==> config.mk <==
export PLATFORM = sky130hd
export DESIGN_NAME = mem_ctrl_flat
export DESIGN_NICKNAME = d
export VERILOG_FILES = /design/src/rtl/mem_ctrl_if.sv /design/src/rtl/mem_ctrl.sv /design/src/flat_wrapper.sv
export SDC_FILE = /design/constraint.sdc
export NUM_CORES = 1
export LEC_CHECK = 0
export ABC_AREA = 1
export BUFFER_PORTS_ARGS = -buffer_cell sky130_fd_sc_hd__buf_2
export CAP_MARGIN = 20
export CORE_ASPECT_RATIO = 0.9
export CORE_MARGIN = 10
export CORE_UTILIZATION = 35
export CTS_CLUSTER_DIAMETER = 50
export DETAILED_ROUTE_END_ITERATION = 8
export PLACE_DENSITY_LB_ADDON = 0.12
export SLEW_MARGIN = 10
export SYNTH_ARGS = -nofsm -noshare
export SYNTH_HDL_FRONTEND = slang
export SYNTH_SLANG_ARGS = --single-unit
==> constraint.sdc <==
create_clock -name i_clk -period 3.21 [get_ports i_clk]
set_input_delay 0 -clock i_clk [delete_from_list [all_inputs] [get_ports i_clk]]
set_output_delay 0 -clock i_clk [all_outputs]
set_load 0.02 [all_outputs]
==> src/rtl/mem_ctrl_if.sv <==
// mem_ctrl_if: CPU memory bus plus program-load stream for mem_ctrl.
//
// CPU side:    i_clke, i_re, i_we, i_addr, i_data -> o_data (combinational read)
// Loader side: i_ld_start, i_ld_valid, i_ld_data, i_ld_last -> o_ld_ready,
//              o_ld_addr, o_ld_err
//
// Handshake: a loader byte transfers at a rising i_clk edge where
// i_ld_valid & o_ld_ready are both high. o_ld_ready comes from registered
// state only and never depends on i_ld_valid; the source may hold
// i_ld_valid high across cycles and only advances data after a transfer.
//
// Modports: slave = mem_ctrl, master = the CPU / programmer side.
interface mem_ctrl_if #(
  parameter int DATA_WIDTH = 8,
  parameter int ADDR_WIDTH = 4
) ();
  logic                  i_clke;
  logic                  i_re;
  logic                  i_we;
  logic [ADDR_WIDTH-1:0] i_addr;
  logic [DATA_WIDTH-1:0] i_data;
  logic [DATA_WIDTH-1:0] o_data;
  logic                  i_ld_start;
  logic                  i_ld_valid;
  logic [DATA_WIDTH-1:0] i_ld_data;
  logic                  i_ld_last;
  logic                  o_ld_ready;
  logic [ADDR_WIDTH-1:0] o_ld_addr;
  logic                  o_ld_err;

  modport slave (
    input  i_clke, i_re, i_we, i_addr, i_data,
    input  i_ld_start, i_ld_valid, i_ld_data, i_ld_last,
    output o_data, o_ld_ready, o_ld_addr, o_ld_err
  );

  modport master (
    output i_clke, i_re, i_we, i_addr, i_data,
    output i_ld_start, i_ld_valid, i_ld_data, i_ld_last,
    input  o_data, o_ld_ready, o_ld_addr, o_ld_err
  );
endinterface

==> src/rtl/mem_ctrl.sv <==
// mem_ctrl: RAM responder for the 8-bit CPU bus with a sequential program
// loader that fills the RAM from address 0 while holding the CPU in reset.
//
// Ports:
//   i_clk       clock
//   i_reset     synchronous, active-high reset (RAM contents are kept)
//   bus         mem_ctrl_if.slave: CPU strobes/data and loader stream
//   o_cpu_reset high outside RUN; OR into the CPU's reset
//   o_busy      high outside RUN
//   o_state     current FSM state (RUN=0, CLEAR=1, LOAD=2, RELEASE=3)
//
// Optional feature macro: MEM_CLEAR_EN. When defined, a load request first
// zeroes the whole RAM (one word per clock) before accepting bytes.
module mem_ctrl #(
  parameter int DATA_WIDTH = 8,
  parameter int ADDR_WIDTH = 4
) (
  input  logic        i_clk,
  input  logic        i_reset,
  mem_ctrl_if.slave   bus,
  output logic        o_cpu_reset,
  output logic        o_busy,
  output logic [1:0]  o_state
);

  localparam logic [ADDR_WIDTH-1:0] LAST_ADDR = '1;

  typedef enum logic [1:0] {
    S_RUN     = 2'd0,
`ifdef MEM_CLEAR_EN
    S_CLEAR   = 2'd1,
`endif
    S_LOAD    = 2'd2,
    S_RELEASE = 2'd3
  } state_t;

  state_t                state;
  state_t                state_nx;
  logic [ADDR_WIDTH-1:0] ld_addr;
  logic                  ld_ready;
  logic                  ld_err;
  logic                  ld_fire;
  logic [DATA_WIDTH-1:0] mem [2**ADDR_WIDTH];

  assign ld_fire = (state == S_LOAD) && ld_ready && bus.i_ld_valid;

  always_comb begin
    state_nx = state;
    case (state)
      S_RUN: begin
        if (bus.i_ld_start) begin
`ifdef MEM_CLEAR_EN
          state_nx = S_CLEAR;
`else
          state_nx = S_LOAD;
`endif
        end
      end
`ifdef MEM_CLEAR_EN
      // ld_addr doubles as the clear pointer.
      S_CLEAR: if (ld_addr == LAST_ADDR) state_nx = S_LOAD;
`endif
      // Writing the top word without i_ld_last is an overflow: stop taking bytes.
      S_LOAD: if (ld_fire && (bus.i_ld_last || ld_addr == LAST_ADDR)) state_nx = S_RELEASE;
      // Wait for a CPU enable edge so the CPU samples its reset at least once.
      S_RELEASE: if (bus.i_clke) state_nx = S_RUN;
      default: state_nx = S_RUN;
    endcase
  end

  // FSM, load pointer, error flag and registered outputs.
  always_ff @(posedge i_clk) begin
    if (i_reset) begin
      state       <= S_RUN;
      ld_addr     <= '0;
      ld_err      <= 1'b0;
      ld_ready    <= 1'b0;
      o_cpu_reset <= 1'b0;
      o_busy      <= 1'b0;
    end else begin
      state       <= state_nx;
      ld_ready    <= (state_nx == S_LOAD);
      o_cpu_reset <= (state_nx != S_RUN);
      o_busy      <= (state_nx != S_RUN);
      case (state)
        S_RUN: begin
          if (bus.i_ld_start) begin
            ld_addr <= '0;
            ld_err  <= 1'b0;
          end
        end
`ifdef MEM_CLEAR_EN
        // Wraps back to 0 on the final clear write, ready for LOAD.
        S_CLEAR: ld_addr <= ld_addr + 1'b1;
`endif
        S_LOAD: begin
          if (ld_fire) begin
            ld_addr <= ld_addr + 1'b1;
            if (!bus.i_ld_last && ld_addr == LAST_ADDR) ld_err <= 1'b1;
          end
        end
        default: ;
      endcase
    end
  end

  // RAM write port; no reset on contents, but no writes during a reset edge.
  always_ff @(posedge i_clk) begin
    if (!i_reset) begin
      case (state)
        S_RUN: if (bus.i_clke && bus.i_we) mem[bus.i_addr] <= bus.i_data;
`ifdef MEM_CLEAR_EN
        S_CLEAR: mem[ld_addr] <= '0;
`endif
        S_LOAD: if (ld_fire) mem[ld_addr] <= bus.i_ld_data;
        default: ;
      endcase
    end
  end

  assign bus.o_data     = (state == S_RUN && bus.i_re) ? mem[bus.i_addr] : '0;
  assign bus.o_ld_ready = ld_ready;
  assign bus.o_ld_addr  = ld_addr;
  assign bus.o_ld_err   = ld_err;
  assign o_state        = state;

endmodule

==> src/flat_wrapper.sv <==
// flat-port wrapper written by rule: the top's interface ports become plain ports
module mem_ctrl_flat 
#(
  parameter int DATA_WIDTH = 8,
  parameter int ADDR_WIDTH = 4
)
  (i_clk, i_reset, o_cpu_reset, o_busy, o_state, bus_i_clke, bus_i_re, bus_i_we, bus_i_addr, bus_i_data, bus_i_ld_start, bus_i_ld_valid, bus_i_ld_data, bus_i_ld_last, bus_o_data, bus_o_ld_ready, bus_o_ld_addr, bus_o_ld_err);
  mem_ctrl_if #(.DATA_WIDTH(DATA_WIDTH), .ADDR_WIDTH(ADDR_WIDTH)) bus_i ();
  input  logic i_clk;
  input  logic i_reset;
  output logic o_cpu_reset;
  output logic o_busy;
  output logic [1:0] o_state;
  input wire logic [$bits(bus_i.i_clke)-1:0] bus_i_clke;
  input wire logic [$bits(bus_i.i_re)-1:0] bus_i_re;
  input wire logic [$bits(bus_i.i_we)-1:0] bus_i_we;
  input wire logic [$bits(bus_i.i_addr)-1:0] bus_i_addr;
  input wire logic [$bits(bus_i.i_data)-1:0] bus_i_data;
  input wire logic [$bits(bus_i.i_ld_start)-1:0] bus_i_ld_start;
  input wire logic [$bits(bus_i.i_ld_valid)-1:0] bus_i_ld_valid;
  input wire logic [$bits(bus_i.i_ld_data)-1:0] bus_i_ld_data;
  input wire logic [$bits(bus_i.i_ld_last)-1:0] bus_i_ld_last;
  output wire logic [$bits(bus_i.o_data)-1:0] bus_o_data;
  output wire logic [$bits(bus_i.o_ld_ready)-1:0] bus_o_ld_ready;
  output wire logic [$bits(bus_i.o_ld_addr)-1:0] bus_o_ld_addr;
  output wire logic [$bits(bus_i.o_ld_err)-1:0] bus_o_ld_err;
  assign bus_i.i_clke = bus_i_clke;
  assign bus_i.i_re = bus_i_re;
  assign bus_i.i_we = bus_i_we;
  assign bus_i.i_addr = bus_i_addr;
  assign bus_i.i_data = bus_i_data;
  assign bus_i.i_ld_start = bus_i_ld_start;
  assign bus_i.i_ld_valid = bus_i_ld_valid;
  assign bus_i.i_ld_data = bus_i_ld_data;
  assign bus_i.i_ld_last = bus_i_ld_last;
  assign bus_o_data = bus_i.o_data;
  assign bus_o_ld_ready = bus_i.o_ld_ready;
  assign bus_o_ld_addr = bus_i.o_ld_addr;
  assign bus_o_ld_err = bus_i.o_ld_err;
  mem_ctrl #(.DATA_WIDTH(DATA_WIDTH), .ADDR_WIDTH(ADDR_WIDTH)) u_core (.i_clk(i_clk), .i_reset(i_reset), .bus(bus_i), .o_cpu_reset(o_cpu_reset), .o_busy(o_busy), .o_state(o_state));
endmodule
==> run metrics, run 1 <==
outcome=finished, final reports clean; worst endpoint data arrival time=2.42 ns; drt drc=0; GRT Util Overall=14.4%; CTS Buffer Depth=2; Root Driver=clkbuf_16; post-route ant nets=0; Crit path buffers/inverters=1; Final setup viols=0; vias in the first global route=4404; first-pass GRT wire length=25.5 mm; Setup WS post-layout=0.828 ns; clk slew on worst S/H paths=0.06 ns; via count=4323; die area=0.0234 mm2; Peak VDD IR=0.448 mV; pin count of the biggest net entering global routing=66; routed length per instance=17.6 um; crit-path max FO=21; fin crit share=74.2%; Final Critical Period=2.38 ns; Total Routed Length=16.3 mm; synth unique cells=26; total stage count of the critical path=6; gr ovfl total=0; met1 Use GR=19.8%; initial antenna violation count=0; Non-Filler Instances=926; met2 Usage GRT=21.9%; cell count after synthesis=627; Die W=160 um; Via density=4.67; Syn Nets=656; core box area=0.0175 mm2; M3 GR Usage=3.60%; worst skew pair latency=0.42 ns; crit start category=flip-flop; Crit path largest cell delay=0.66 ns; FMAX=0.420 GHz; critical path's slowest cell=nor2_1; DRT Pass-1 Iters=5; commonest non-fill, non-tap cell in the layout=nand2_1; post-DP HPWL=10.6 mm; Storage cell area=0.00402 mm2; Final Instance Area=0.00730 mm2; number of CTS-inserted buffers=17; top area cells in the synthesized netlist=edfxtp_1 (62%), nand2_1 (14%), nand3_1 (6.7%); Seq/Total Area, Yosys=65.1%; commonest cells after routing, fill and taps aside=nand2_1 (238), edfxtp_1 (128), nand3_1 (83), inv_1 (72), buf_2 (45); register bit total from synthesis=137; power per cell area=611 mW/mm2; ratio of cells with drive above 1 in the final layout=14.4%; worst min path class=in -> reg; Initial Util=35.3%; critical-path cell list=inv_2, nor2_8, nand4_4, o21ai_2, nand2_1, nor2_1; post-layout total power=4.46 mW; dpl cell area=0.00659 mm2; share of the synthesized area in the top cell type=62.2%; Critical Path End Type=flip-flop; IO Port Bufs=45; GP Congestion=0.828; Worst Setup Path Type=reg -> reg; hold slack=0.0524 ns; CTS tree=built; Layout fillers=1700; DR iter-0 viols=292; Rows=46; setup TNS=0 ns; Die Span Y=146 um; worst slew pin tran=0.858 ns; Pins Over Slew Limit=0; P_leak=3.07 nW; Netlist Area Pre-Place=0.00618 mm2; multi-input logic area=0.00171 mm2; H-tree levels=4; postcts setup bufs=0; Placed Cells=889; synth warn=0; nets=702; delay-heaviest family, CP=simple AND/OR/NAND/NOR gates; # diodes=0; RSZ-0062 raised after global routing=false; Area growth, synth to finish=18.1%; area leader, netlist=edfxtp_1; Ports=46; worst hold path depth=4; dpl ws=0.831 ns; clk sinks=137; post-layout util=41.7%; global routing's busiest layer=met2; max_slew headroom=42.6%; synthesized area per cell=9.86 um2; Final Hold Fails=0; Max Cap Viol=0; CP required=3.25 ns; Worst R2R Path Depth=6; Setup Skew=0.00672 ns
-- routing by layer --
metal / up-vias / share of wire (%)
li1: 2139 / -
met1: 2053 / 48
met2: 111 / 46
met3: 20 / 4.8
met4: 0 / 1.5
met5: - / 0
-- cells by family (layout without fill, tap and decap cells) --
family	count (synthesis)	after routing	share of synthesized area, %
simple gates	363	363	25.4
flops	137	137	65.1
buf+inv	106	165	7.29
compound gates	20	20	1.98
fa+ha+maj	1	1	0.202
-- area by class of cell --
cell class | count | share of cell area [%]
Clock buffer | 19 | 5.93
Clock inverter | 13 | 3.09
Inverter | 77 | 3.96
Multi-Input combinational cell | 384 | 23.4
Sequential cell | 137 | 55.1
Tap cell | 240 | 4.11
Timing Repair Buffer | 56 | 4.39
-- final timing paths --
check / startpoint / end / slack (ns)
worst max-delay path: u_core.o_state[1] / u_core.mem[2][4] / 0.83
worst min-delay path: bus_i_ld_valid / u_core.bus.o_ld_addr[1] / 0.05
worst max register to register: u_core.o_state[1] / u_core.mem[2][4] / 0.83
worst min register to register: u_core.bus.o_ld_err / u_core.bus.o_ld_err / 0.45
-- state kept, by name, indices dropped and copies added (netlist names) --
register	cells
u_core.mem	128
u_core.bus.o_ld_addr	4
u_core.o_state	2
u_core.bus.o_ld_err	1
u_core.bus.o_ld_ready	1
u_core.o_cpu_reset	1
-- report_power, final --
part | switching [mW] | internal, mW | leakage [nW] | total (mW)
clock | 0.733 | 1.45 | 0.322 | 2.19
combinational | 0.218 | 0.0785 | 1.53 | 0.297
sequential | 0.00566 | 1.97 | 1.22 | 1.97
total | 0.956 | 3.50 | 3.07 | 4.46
-- worst min-delay path, delay by kind of cell --
family	cells	cell delay (ns)
simple gates	2	0.22
compound gates	1	0.06
buf+inv	1	0.13
-- cell usage after synthesis --
library cell,count
nand2_1,238
inv_2,2
a21oi_1,13
buf_4,1
buf_1,2
nand3_1,83
nand2_2,2
inv_1,73
nor2_8,2
nor2_1,26
nand3_4,1
clkbuf_1,4
clkbuf_8,1
nand3b_1,1
buf_6,2
o21ai_0,1
dfxtp_1,9
edfxtp_1,128
nand3_2,4
ha_1,1
buf_2,19
nand4_4,1
and3_1,1
o21ai_2,6
clkinv_1,2
nor3_1,4
-- timing repair --
| item | in CTS | in global routing |
|---|---|---|
| resized for setup | 0 | 0 |
| hold endpoints to repair | 6 | 0 |
| hold buffers | 5 | 0 |
Note: power is estimated with default switching activity, not from simulation.
==> run 2, diff against run 1 <==
--- a/config.mk
+++ b/config.mk
@@ -5,7 +5,7 @@
 export SDC_FILE = /design/constraint.sdc
 export NUM_CORES = 1
 export LEC_CHECK = 0
-export ABC_AREA = 1
+export ABC_AREA = 0
 export BUFFER_PORTS_ARGS = -buffer_cell sky130_fd_sc_hd__buf_2
 export CAP_MARGIN = 20
 export CORE_ASPECT_RATIO = 0.9
==> constraint.sdc (replaced) <==
create_clock -name i_clk -period 2.1 [get_ports i_clk]
set_input_delay 0 -clock i_clk [delete_from_list [all_inputs] [get_ports i_clk]]
set_output_delay 0 -clock i_clk [all_outputs]
set_load 0.02 [all_outputs]
==> run 2 against run 1 <==
Count of clock-buffer cells in the layout did not move. Utilization is 3.8 points higher. Largest power group is now sequential cells. Register-to-register slack worse by 0.72 ns. Die area is 7.6% lower. Highest routed layer unchanged. Largest cell class unchanged. Critical path type is now reg -> out. Final cell count down 33%. Via count is 27% lower.
==> run metrics, run 2 <==
outcome=finished, final reports clean; critical-path cell list=buf_6, or3b_4, nor3_4, buf_6, buf_6, a22oi_2, o21ai_1, buf_4; Ports=46 (unchanged); drt drc=0 (unchanged); via count=3141 (-27%); Largest Register=u_core.mem; power per cell area=863 mW/mm2 (+41%); Netlist Area Pre-Place=0.00564 mm2 (-8.8%); GRT Util Overall=12.8% (-1.6 points); Final Instance Area=0.00710 mm2 (-2.7%); first-pass GRT wire length=20.8 mm (-19%); Rows=43 (-6.5%); FMAX=0.491 GHz; Critical Path End Type=primary output; Root Driver=clkbuf_16; Max Cap Viol=0 (unchanged); Final Critical Period=2.04 ns; critical path's slowest cell=or3b_4; clk slew on worst S/H paths=0.06 ns (about the same); Die W=154 um (-3.9%); worst endpoint data arrival time=2.04 ns (-0.38 ns); vias in the first global route=3331 (-24%); most common cell in the synthesized netlist=edfxtp_1; nets=432 (-38%); Worst R2R Path Depth=7 (+1); Total Routed Length=13.3 mm (-18%); post-DP HPWL=9.03 mm (-15%); RSZ-0062 raised after global routing=false; pin count of the biggest net entering global routing=25 (-62%); synthesized area per cell=18.8 um2 (+91%); area leader, netlist=edfxtp_1; fraction of registers with async set/reset=0% (unchanged); HP Start=bus_i_ld_valid; post-layout total power=6.13 mW (+38%); worst min path class=in -> reg; Worst Setup Path Type=reg -> out; cell count after synthesis=300 (-52%); CTS tree=built; Pins Over Slew Limit=0 (unchanged); setup TNS=0 ns (unchanged); gr ovfl total=0 (unchanged); commonest cells after routing, fill and taps aside=edfxtp_1 (128), buf_4 (44), buf_2 (37), mux4_2 (30), nor2_1 (21); number of CTS-inserted buffers=17 (unchanged); worst skew pair latency=0.42 ns (about the same); routed length per instance=21.5 um (+22%); crit-path max FO=5 (-76%); EDFF count, synth=128 (unchanged); CP most frequent cell=buf_6; Initial Util=36.1% (+0.82 points); dpl cell area=0.00633 mm2 (-4.0%); CTS Buffer Depth=2 (unchanged); synth unique cells=40 (+54%); Via density=5.08 (+8.9%); clk sinks=137 (unchanged); crit start category=flip-flop; synth cell count leaders=edfxtp_1 (128), mux4_2 (30), nor2_1 (24); # diodes=0 (unchanged); DRT Pass-1 Iters=5 (unchanged); CP required=2.10 ns (-1.15 ns); IO Port Bufs=45 (unchanged); Seq/Total Area, Yosys=71.4% (+6.3 points); P_leak=2.46 nW (-20%); Final Hold Fails=0 (unchanged); Crit path buffers/inverters=4 (+3); fin crit share=96.9%; Non-Filler Instances=618 (-33%); Area growth, synth to finish=26.0%; GP Congestion=0.785 (-5.2%); worst slew pin tran=0.513 ns (-0.344 ns); max_slew headroom=65.3% (+23 points); H-tree levels=4 (unchanged); synth warn=0 (unchanged); core box area=0.0156 mm2 (-11%); WHS Endpoint=u_core.bus.o_ld_addr[0]; dominant synthesized flop cell=edfxtp_1; Syn Nets=329 (-50%); Crit path largest cell delay=0.42 ns (-0.24 ns); die area=0.0216 mm2 (-7.6%); worst r2r src=u_core.o_state[0]; post-route ant nets=0 (unchanged); initial antenna violation count=0 (unchanged); Largest register FFs=128 (unchanged); register bit total from synthesis=137 (unchanged); DR iter-0 viols=220 (-25%); top area cells in the synthesized netlist=edfxtp_1 (68%), mux4_2 (12%), dfxtp_1 (3.2%); worst hold path depth=5 (+1); Critical R2R Capture=u_core.mem[11][7]; commonest non-fill, non-tap cell in the layout=edfxtp_1; Placed Cells=573 (-36%); share of the synthesized area in the top cell type=68.2% (+6.0 points); Die Span Y=140 um (-3.9%); flop2flop setup slack=0.11 ns (-0.72 ns); Final setup viols=0 (unchanged); Peak VDD IR=0.561 mV (+25%); delay-heaviest family, CP=simple AND/OR/NAND/NOR gates; Setup Skew=0.00522 ns (-0.00150 ns); hold slack=0.122 ns (+0.0695 ns); ratio of cells with drive above 1 in the final layout=43.8% (+29 points)
[run 2: changes by cell type after synthesis, sizes merged, moves of 7 or more]
cell / previous run / this run
nand2: 240 / 4
nand3: 88 / 4
a21oi: 13 / 4
mux2: 0 / 10
mux4: 0 / 30
nor2b: 0 / 7
mux2i: 0 / 14
buf: 24 / 12
inv: 75 / 5
a22oi: 0 / 9
[run 2: power by group]
| group | leakage (nW) | switching, mW | internal [mW] |
|---|---|---|---|
| combinational | 0.978 | 0.233 | 0.179 |
| sequential | 1.23 | 0.00821 | 3.01 |
| clock | 0.259 | 1.09 | 1.61 |
| total | 2.46 | 1.33 | 4.80 |
[run 2: through the flow]
step | setup slack, ns | utilization, %
2_1_floorplan | 0.0576 | -
3_3_place_gp | 0.131 | 40.6
3_5_place_dp | 0.0470 | 40.6
4_1_cts | -0.0192 | 45.1
5_1_grt | 0.00290 | 45.5
6_report | 0.0645 | 45.5
[run 2: what timing repair did]
item	4_1_cts	5_1_grt
pin swaps	3	2
gates resized for setup	28	12
endpoints found under the setup margin	8	24
hold buffers	6	0
buffers inserted	3	4
hold endpoints to repair	8	0
[run 2: cell type report]
type | count | area (um2)
clock buffer | 19 | 433
clock inverter | 13 | 106
fill | 1376 | 8500
inverter | 5 | 18.8
multi-input combinational | 144 | 1560
sequential | 137 | 4030
tap | 202 | 253
timing repair buffer | 98 | 708
[run 2: kinds of logic after synthesis]
logic type,share of synthesized area [%]
flops,71.4
compound gates,3.86
xor+xnor,0.466
fa+ha+maj,0.222
buf+inv,2.15
simple gates,5.48
mux,16.5
[run 2: worst max path at each step]
stage	start	endpoint	slack, ns	cells past startpoint
finish	u_core.o_state[0]	bus_o_data[3]	0.06	8
global route	u_core.o_state[0]	bus_o_data[1]	0.003	8
CTS	u_core.o_state[1]	bus_o_data[7]	-0.02	8
detailed placement	u_core.bus.o_ld_ready	u_core.mem[14][1]	0.05	4
global placement	u_core.o_state[1]	u_core.mem[14][1]	0.13	4
floorplan	u_core.o_state[1]	u_core.mem[3][0]	0.06	4
[run 2: per-layer routing]
layer  wire, um  track usage, %  share of wire [%]
met5          0               0                  0
met4        174            4.22                1.3
met3        644            4.01                4.8
met2       6010            18.9                 45
met1       6460            17.3                 49
[run 2: worst min-delay path, stage by stage]
cell and delay (ns):
buf_2 0.13, nand4b_4 0.12, buf_4 0.12, xor2_1 0.05, nor2_1 0.07
==> run 3, diff against run 2 <==
--- a/config.mk
+++ b/config.mk
@@ -10,7 +10,7 @@
 export CAP_MARGIN = 20
 export CORE_ASPECT_RATIO = 0.9
 export CORE_MARGIN = 10
-export CORE_UTILIZATION = 35
+export CORE_UTILIZATION = 53
 export CTS_CLUSTER_DIAMETER = 50
 export DETAILED_ROUTE_END_ITERATION = 8
 export PLACE_DENSITY_LB_ADDON = 0.12
==> run 3 against run 2 <==
Hold slack worse by 0.11 ns. Combinational power decreased by 10%. Fmax is 0.25% higher. Critical path depth down 2. Die area is 30% lower. Critical endpoint is now bus_o_data[1]. Largest power group unchanged. Global-route usage grew 6.4 points. Highest routed layer unchanged.
==> run metrics, run 3 (synthesis gave the netlist of run 2 again) <==
outcome=finished, final reports clean; hold slack=0.0150 ns (-0.107 ns); pin count of the biggest net entering global routing=20 (-20%); P_leak=2.39 nW (-2.9%); commonest non-fill, non-tap cell in the layout=edfxtp_1; Area growth, synth to finish=20.8%; Largest Register=u_core.mem; DRT Pass-1 Iters=5 (unchanged); RSZ-0062 raised after global routing=true; Layout fillers=709 (-48%); Final setup viols=0 (unchanged); via count=3255 (+3.6%); initial antenna violation count=0 (unchanged); power per cell area=880 mW/mm2 (+2.0%); crit-path max FO=11 (+6); gr ovfl total=0 (unchanged); Pins Over Slew Limit=0 (unchanged); Storage cell area=0.00403 mm2 (about the same); Switch Pwr=1.34 mW (+0.88%); fin crit share=96.7% (-0.25 points); Final Critical Period=2.03 ns (-0.00517 ns); max_slew headroom=68.7% (+3.4 points); Non-Filler Instances=534 (-14%); Ports=46 (unchanged); Initial Util=54.6% (+18 points); CTS tree=built; # diodes=0 (unchanged); FMAX=0.493 GHz (+0.25%); routed length per instance=26.2 um (+22%); worst slew pin tran=0.456 ns (-0.0571 ns); Peak VDD IR=0.541 mV (-3.5%); commonest cells after routing, fill and taps aside=edfxtp_1 (128), buf_2 (42), buf_4 (36), mux4_2 (30), nor2_1 (24); Die Span Y=118 um (-16%); core box area=0.0103 mm2 (-34%); Reg power frac=50.4% (+1.2 points); vias in the first global route=3329 (-0.060%); flop2flop setup slack=0.23 ns (+0.12 ns); Rows=35 (-19%); multi-input logic area=0.00149 mm2 (-3.9%); Root Driver=clkbuf_16; postcts setup bufs=0 (-3); post-layout util=65.9% (+20 points); first-pass GRT wire length=21.0 mm (+1.0%); clk sinks=137 (unchanged); drt drc=0 (unchanged); Placed Cells=496 (-13%); clk slew on worst S/H paths=0.06 ns (about the same); combinational power share=6.2% (-0.5 points); ratio of cells with drive above 1 in the final layout=39.0% (-4.7 points); number of CTS-inserted buffers=17 (unchanged); dpl cell area=0.00623 mm2 (-1.5%); CP required=2.10 ns (about the same); H-tree levels=4 (unchanged); Switching Share=22.4% (+0.68 points); Critical Path End Type=primary output; DR iter-0 viols=388 (+76%); Via density=6.10 (+20%); IO Port Bufs=45 (unchanged); nets=421 (-2.5%); Final Hold Fails=0 (unchanged); Setup Skew=0.0123 ns (+0.00712 ns); Pint=4.65 mW (-3.0%); Final Instance Area=0.00681 mm2 (-4.1%); crit start category=flip-flop; post-layout total power=6.00 mW (-2.2%); Max Cap Viol=0 (unchanged); Die W=129 um (-16%); Worst Setup Path Type=reg -> out; worst min path class=in -> reg; GP Congestion=0.809 (+3.1%); die area=0.0152 mm2 (-30%); Largest register FFs=128 (unchanged); worst endpoint data arrival time=2.03 ns (about the same); Clk pwr share=43.4% (-0.7 points); CTS Buffer Depth=2 (unchanged); GRT Util Overall=19.2% (+6.4 points); Total Routed Length=14.0 mm (+5.4%); post-DP HPWL=9.35 mm (+3.5%); post-route ant nets=0 (unchanged); worst skew pair latency=0.42 ns (about the same)
-- run 3: changes by cell type in the layout (fill, tap and decap cells not counted), sizes merged --
cell / change
clkbuf: -1
buf: -11
clkinv: +1
bufinv: -1
inv: +1
-- run 3: final timing paths --
path,cells after the start,from,endpoint
setup / recovery,6,u_core.o_state[0],bus_o_data[1]
hold / removal,4,bus_i_ld_valid,u_core.bus.o_ld_addr[0]
setup reg to reg,5,u_core.o_state[0],u_core.mem[9][5]
hold reg to reg,2,u_core.o_state[1],u_core.o_state[0]
-- run 3: area by class of cell --
cell class | count | area share [%]
flip-flops and latches | 137 | 59.1
multi-input cells | 144 | 21.9
repair buffers | 87 | 8.81
clock buffers | 18 | 6.30
well taps | 129 | 2.37
clock inverters | 14 | 1.23
inverters | 5 | 0.275
-- run 3: routing by layer --
layer,share of wire (%),track usage [%]
met2,48,28.7
met1,40,25.5
met4,2.9,8.74
met3,9.2,5.27
met5,0,0
-- run 3: power by group through the flow --
stage | clock network [mW] | logic (mW) | registers, mW
floorplan | 0 | 0.225 | 3.08
global placement | 0 | 0.359 | 3.08
detailed placement | 0 | 0.362 | 3.08
CTS | 2.63 | 0.373 | 3.02
global route | 2.75 | 0.402 | 3.02
finish | 2.61 | 0.371 | 3.02
-- run 3: what timing repair did --
item                                    in CTS  in global routing
resized for setup                            1                  4
hold buffers                                 6                  0
endpoints found under the setup margin       1                 15
endpoints found under the hold margin        8                  0
-- run 3: critical path: stages, from the launching register on --
cell and delay [ns]:
dfxtp_2 0.37, or3b_4 0.44, nor3_4 0.15, buf_4 0.21
a22oi_1 0.10, o21ai_0 0.13, buf_4 0.21
-- run 3: stage by stage --
step           setup WS, ns  TNS, ns
3_3_place_gp          0.220        0
3_5_place_dp          0.160        0
6_report             0.0697        0
4_1_cts             0.00580        0
5_1_grt             -0.0153  -0.0153
2_1_floorplan        0.0576        0
